**config.mk**
```make
export PLATFORM = sky130hd
export DESIGN_NAME = alu_seq
export DESIGN_NICKNAME = d
export VERILOG_FILES = /design/src/rtl/alu_seq.sv
export SDC_FILE = /design/constraint.sdc
export NUM_CORES = 1
export LEC_CHECK = 0
export BUFFER_PORTS_ARGS = -buffer_cell sky130_fd_sc_hd__buf_4
export CAP_MARGIN = 10
export CELL_PAD_IN_SITES_DETAIL_PLACEMENT = 1
export CELL_PAD_IN_SITES_GLOBAL_PLACEMENT = 1
export CORE_UTILIZATION = 32
export CTS_BUF_LIST = sky130_fd_sc_hd__clkbuf_16
export DETAILED_ROUTE_END_ITERATION = 12
export GPL_TIMING_DRIVEN = 1
export PLACE_DENSITY_LB_ADDON = 0.2
export SLEW_MARGIN = 20
export SYNTH_ARGS = -nofsm -noshare
export SYNTH_HDL_FRONTEND = slang
export SYNTH_SLANG_ARGS = --single-unit
```
**constraint.sdc**
```tcl
create_clock -name clk -period 1.4 [get_ports clk]
set_input_delay 0.21 -clock clk [delete_from_list [all_inputs] [get_ports clk]]
set_output_delay 0.21 -clock clk [all_outputs]
set_load 0.03 [all_outputs]
```
**src/rtl/alu_seq.sv**
```systemverilog
// alu_seq: command sequencer driving the 8-bit ALU and returning its result over valid/ready.
// Optional feature macro: MUL_EN enables the 8x8 shift-add multiply on op 4'hB.
module alu_seq (
    input  logic       clk,
    input  logic       rst,
    input  logic       cmd_valid,
    output logic       cmd_ready,
    input  logic [3:0] cmd_op,
    input  logic [7:0] cmd_a,
    input  logic [7:0] cmd_b,
    output logic [3:0] alu_alus,
    output logic [7:0] alu_x,
    output logic [7:0] alu_bus,
    input  logic [7:0] alu_dout,
    output logic       rsp_valid,
    input  logic       rsp_ready,
    output logic [7:0] rsp_data,
    output logic       rsp_zero,
    output logic       rsp_err,
    output logic       busy
);

    localparam int unsigned DW  = 8;
    localparam int unsigned OPW = 4;

    localparam logic [OPW-1:0] OP_ZERO = OPW'(4'h0);
    localparam logic [OPW-1:0] OP_ADD  = OPW'(4'h1);
    localparam logic [OPW-1:0] OP_SHL  = OPW'(4'h9);
    localparam logic [OPW-1:0] OP_PASS = OPW'(4'hA);
`ifdef MUL_EN
    localparam logic [OPW-1:0] OP_MUL  = OPW'(4'hB);
`endif

    typedef enum logic [2:0] {
        S_IDLE,
        S_EXEC,
`ifdef MUL_EN
        S_MADD,
        S_MSHL,
`endif
        S_RESP
    } state_t;

    state_t state_q;

`ifdef MUL_EN
    logic [DW-1:0] p_q;
    logic [DW-1:0] m_q;
    logic [DW-1:0] q_q;
    logic [2:0]    i_q;
`endif

    // Handshake status decoded from state only; rst masks ready while held.
    assign cmd_ready = (state_q == S_IDLE) && !rst;
    assign busy      = (state_q != S_IDLE);

    always_ff @(posedge clk or posedge rst) begin
        if (rst) begin
            state_q   <= S_IDLE;
            alu_alus  <= OP_ZERO;
            alu_x     <= '0;
            alu_bus   <= '0;
            rsp_valid <= 1'b0;
            rsp_data  <= '0;
            rsp_zero  <= 1'b0;
            rsp_err   <= 1'b0;
`ifdef MUL_EN
            p_q       <= '0;
            m_q       <= '0;
            q_q       <= '0;
            i_q       <= '0;
`endif
        end else begin
            case (state_q)
                S_IDLE: begin
                    if (cmd_valid) begin
                        if (cmd_op <= OP_PASS) begin
                            state_q  <= S_EXEC;
                            alu_alus <= cmd_op;
                            alu_x    <= cmd_a;
                            alu_bus  <= cmd_b;
`ifdef MUL_EN
                        end else if (cmd_op == OP_MUL) begin
                            state_q  <= S_MADD;
                            p_q      <= '0;
                            m_q      <= cmd_a;
                            q_q      <= cmd_b;
                            i_q      <= '0;
                            alu_x    <= '0;
                            alu_alus <= cmd_b[0] ? OP_ADD : OP_PASS;
                            alu_bus  <= cmd_b[0] ? cmd_a : DW'(0);
`endif
                        end else begin
                            state_q   <= S_RESP;
                            rsp_valid <= 1'b1;
                            rsp_data  <= '0;
                            rsp_zero  <= 1'b1;
                            rsp_err   <= 1'b1;
                        end
                    end
                end
                S_EXEC: begin
                    state_q   <= S_RESP;
                    alu_alus  <= OP_ZERO;
                    alu_x     <= '0;
                    alu_bus   <= '0;
                    rsp_valid <= 1'b1;
                    rsp_data  <= alu_dout;
                    rsp_zero  <= (alu_dout == '0);
                    rsp_err   <= 1'b0;
                end
`ifdef MUL_EN
                S_MADD: begin
                    state_q  <= S_MSHL;
                    p_q      <= alu_dout;
                    alu_alus <= OP_SHL;
                    alu_x    <= m_q;
                    alu_bus  <= '0;
                end
                S_MSHL: begin
                    m_q <= alu_dout;
                    q_q <= q_q >> 1;
                    i_q <= i_q + 3'd1;
                    if (i_q != 3'd7) begin
                        // Next partial-product step looks at the multiplier bit about to reach Q[0].
                        state_q  <= S_MADD;
                        alu_x    <= p_q;
                        alu_alus <= q_q[1] ? OP_ADD : OP_PASS;
                        alu_bus  <= q_q[1] ? alu_dout : p_q;
                    end else begin
                        state_q   <= S_RESP;
                        alu_alus  <= OP_ZERO;
                        alu_x     <= '0;
                        alu_bus   <= '0;
                        rsp_valid <= 1'b1;
                        rsp_data  <= p_q;
                        rsp_zero  <= (p_q == '0);
                        rsp_err   <= 1'b0;
                    end
                end
`endif
                S_RESP: begin
                    if (rsp_ready) begin
                        state_q   <= S_IDLE;
                        rsp_valid <= 1'b0;
                    end
                end
                default: begin
                    state_q <= S_IDLE;
                end
            endcase
        end
    end

endmodule

```
Word-level counts from Yosys, hierarchy flattened
Index checks and enable logic that the tools add are counted.

Register bits: 34. Word-level logic and storage cells: 48.

Muxes and demuxes: 22. Equal/unequal tests: 6. $lt $le $gt $ge: 1. Reductions and logical operators: 11.

Operators with widths (count): $mux W8 (6); $pmux W8 S2 (3); $pmux W3 S3 (1); $logic_not A8 Y1 (1); $mux W4 (2); $pmux W4 S2 (1); $mux W3 (2); $ne A2 B2 Y1 const B (3); $reduce_and A3 Y1 (2); $reduce_bool A3 Y1 (2); $le A4 B4 Y1 const B (1); $pmux W1 S2 (2); $reduce_and A4 Y1 (1); $eq A3 B1 Y1 const B (1); $eq A3 B2 Y1 const B (1); $logic_not A3 Y1 (1); $mux W1 (3); $pmux W1 S3 (1); $mux W2 (1); $ne A2 B1 Y1 const B (1); $reduce_and A2 Y1 (1); $reduce_bool A2 Y1 (1); $logic_and A1 B1 Y1 (1); $logic_not A1 Y1 (1).

Depth between registers and ports, before layout
Word-level depth: 4. Gate-level depth with buffers: 5.

Worst setup path after synthesis
Ideal clock, no wire load.

Kind: register to output. Start: register state_q[0]. End: output port cmd_ready. Data required time: 1.190 ns. Buffers on the path: 1. Path slack: -0.092 ns. Cell stages (with the launch flop): 5. Arrival: 1.282 ns. Cells stage by stage: dfrtp_1 -> buf_6 -> nor2_1 -> inv_1 -> nor2_1.

Longest elaborated chain between the ends: 2.

RTL lines: start: declaration (line 44) `state_t state_q;`; start signal: assignment (line 59) `state_q <= S_IDLE;`; start signal: assignment (line 78) `state_q <= S_EXEC;`; start signal: assignment (line 94) `state_q <= S_RESP;`; $logic_not A3 Y1 (line 54) `assign cmd_ready = (state_q == S_IDLE) && !rst;`; $logic_and A1 B1 Y1 (line 54); end: declaration (line 7) `output logic cmd_ready,`.

No other way between the ends.

Worst setup path after layout
Same ends and word-level chain as after synthesis.

==> impl_metrics.toml <==
[power]
power_uw = 5916
ir_worst_vdd_mv = 1.158
p_per_area_nw_per_um2 = 2587
leakage_uw = 0.001195

[min_path]
hold_path_class = "in -> async"

[global_route]
grt_max_degree = 34
grt_usage = 0.1871
met2_usage = 0.3206
grt_pass1_wl_um = 7127
antenna_found_initial = 0
grt-busiest-layer = "met2"
grtUsageMet3 = 0.06125
gr-usage-met1 = 0.2215
grt_pass1_vias = 1429
grt-ovfl-total = 0

[critical_path]
r2r_setup_slack_ps = 10
timing_worst_setup_path_type = "reg -> out"
arrival_ps = 1190
cp.required_ps = 1190
cp_slowest_cell = "dfrtp_2"
slowest_delay_ps = 460
cp_max_fo = 5
crit_path_start_kind = "register"
rr_startpoint = "state_q[1]$_DFFE_PP0P_"
r2r_cells = 4
crit_path_end_kind = "primary output"
path_cells = "nor2_4, inv_2, nor2_2, buf_6"
r2r-end = "alu_alus[2]$_DFFE_PP0P_"

[finish]
drive_gt1_frac = 0.4419
nets = 247
area_growth_pct = 49.35
antenna_cells = 0
final_cell_mix = "buf_4 (71), dfrtp_1 (31), inv_1 (24)"
design_area_um2 = 2287
layout_commonest_cell = "buf_4"

[clock_network]
numCtsBuffers = 5
clock-sinks = 33
htreeDepth = 2
path_clk_slew_ps = 50
cts.path.max_buffers = 2
cts-root-buf = "clkbuf_16"
clk_latency_ps = 270
cts_tree = "yes"
postCtsHoldBufs = 0

[floorplanning]
dieArea_um2 = 5067
io_pins = 65
rows = 24
coreArea_um2 = 4474
fp.dieW_um = 71.18
start_util = 0.3423
die_h_um = 71.18

[drt]
antenna_left = 0
vias_per_cell = 4.865
drtPass1Iterations = 6
dr.first_iter.drc_count = 64
avgRoutedWirePerCell_um = 15.84
vias = 1299
wl_um = 4228
drc_errors = 0

[sta]
drv_slew = 0
period_minus_slack_ps = 1396
fin_crit_sh = 0.9969
setup_ws_ps = 4.396
rsz0062_at_grt = "yes"
setup_viol = 0
final_hold_viol_count = 0
worst_pin_slew_ps = 424.9
fmax_mhz = 716.5
finClkSkew_ps = 2.052
max_slew_margin = 0.7168

[logic_synthesis]
synth.area.top_cells = "dfrtp_1 (54%), mux2i_1 (12%), inv_1 (5.9%), nand2_1 (4.9%), a22o_1 (4.6%)"
synth_edf_count = 0
yosysTopAreaCellShare = 0.5392
ys_seq_elements = 33
yosys_warnings = 0
syn-num-nets = 172
async_reset_ff_frac = 1.000
yosys.area.top_type = "dfrtp_1"
synth_area_per_cell_um2 = 10.94
syn_area_um2 = 1531
synth_ff_type = "dfrtp_1"
ys_seq_area_frac = 0.5392
ys_types = 27
syn_inst = 140

[placed_design]
portBuffers = 64
pre_cts_ws_ps = -9.400
dp_hpwl_um = 3150
dpl_cell_area_um2 = 2118
gp_congestion = 0.7495

[status]
status = "completed"

[run]
cap_viol_max_count = 0
final cells by class:
cell class	instances	area [µm²]
Multi-Input combinational cell	77	595.6
Fill cell	494	2187
Timing Repair Buffer	74	575.6
Inverter	24	90.09
Clock inverter	2	7.507
Clock buffer	5	125.1
Sequential cell	33	828.3
Tap cell	52	65.06
metrics by stage:
| step | TNS, ps | util | hold WS (ps) | std cells |
|---|---|---|---|---|
| floorplan | 0 | - | 338.9 | 140 |
| global placement | 0 | 0.4734 | 344.0 | 258 |
| detailed placement | -19.83 | 0.4734 | 352.1 | 258 |
| CTS | -11.91 | 0.5103 | 65.91 | 267 |
| global route | -530.7 | 0.5112 | 92.45 | 267 |
| finish | 0 | 0.5112 | 51.75 | 267 |
cell families after synthesis:
kind of cell,share of synthesized area
flip-flops,0.5392
AND/OR/NAND/NOR,0.09477
buffers and inverters,0.08660
AO/OA/AOI/OAI,0.1454
multiplexers,0.1340
critical path: cells and delay by family (launching register included):
family | cells | cell delay (ps)
AND/OR/NAND/NOR | 2 | 260
buffers and inverters | 2 | 200
flip-flops | 1 | 460
how the worst max path moves through the flow:
stage / startpoint / end / slack [ps]
2_1_floorplan: state_q[1]$_DFFE_PP0P_ / alu_alus[3]$_DFFE_PP0P_ / 4
3_3_place_gp: state_q[0]$_DFFE_PP0P_ / alu_x[0]$_DFFE_PP0P_ / 70
3_5_place_dp: state_q[0]$_DFFE_PP0P_ / alu_bus[4]$_DFFE_PP0P_ / -9
4_1_cts: state_q[0]$_DFFE_PP0P_ / cmd_ready / -10
5_1_grt: state_q[1]$_DFFE_PP0P_ / alu_bus[1]$_DFFE_PP0P_ / -60
6_report: state_q[0]$_DFFE_PP0P_ / cmd_ready / 4
where the power goes:
part | internal [µW] | total (µW) | switching, µW
Combinational | 1350 | 3150 | 1800
Clock | 635 | 1000 | 365
Sequential | 1430 | 1760 | 329
Total | 3420 | 5920 | 2500
sequential cells by signal, indices dropped and copies added (netlist names):
signal and flops:
rsp_data 8, rsp_zero 1, alu_x 8, rsp_err 1
rsp_valid 1, alu_bus 8, state_q 2, alu_alus 4
synth_stat cells, drive strengths merged (2+ instances only):
| cell type | n |
|---|---|
| nor2 | 4 |
| clkbuf | 2 |
| a22o | 8 |
| dfrtp | 33 |
| mux2i | 19 |
| nand2 | 20 |
| buf | 4 |
| inv | 24 |
| or4 | 2 |
| nand2b | 3 |
| a31o | 8 |
routing by layer:
metal,share of wire,vias up
met5,0,-
met4,0.0078,0
met3,0.059,4
met2,0.53,36
met1,0.41,639
li1,-,620
timing repair:
item                                    4_1_cts  5_1_grt
setup buffers                                 2        0
endpoints found under the setup margin       22       21
gates resized for setup                       7        1
pin swaps                                     1        0
(Power assumes the default switching activity.)
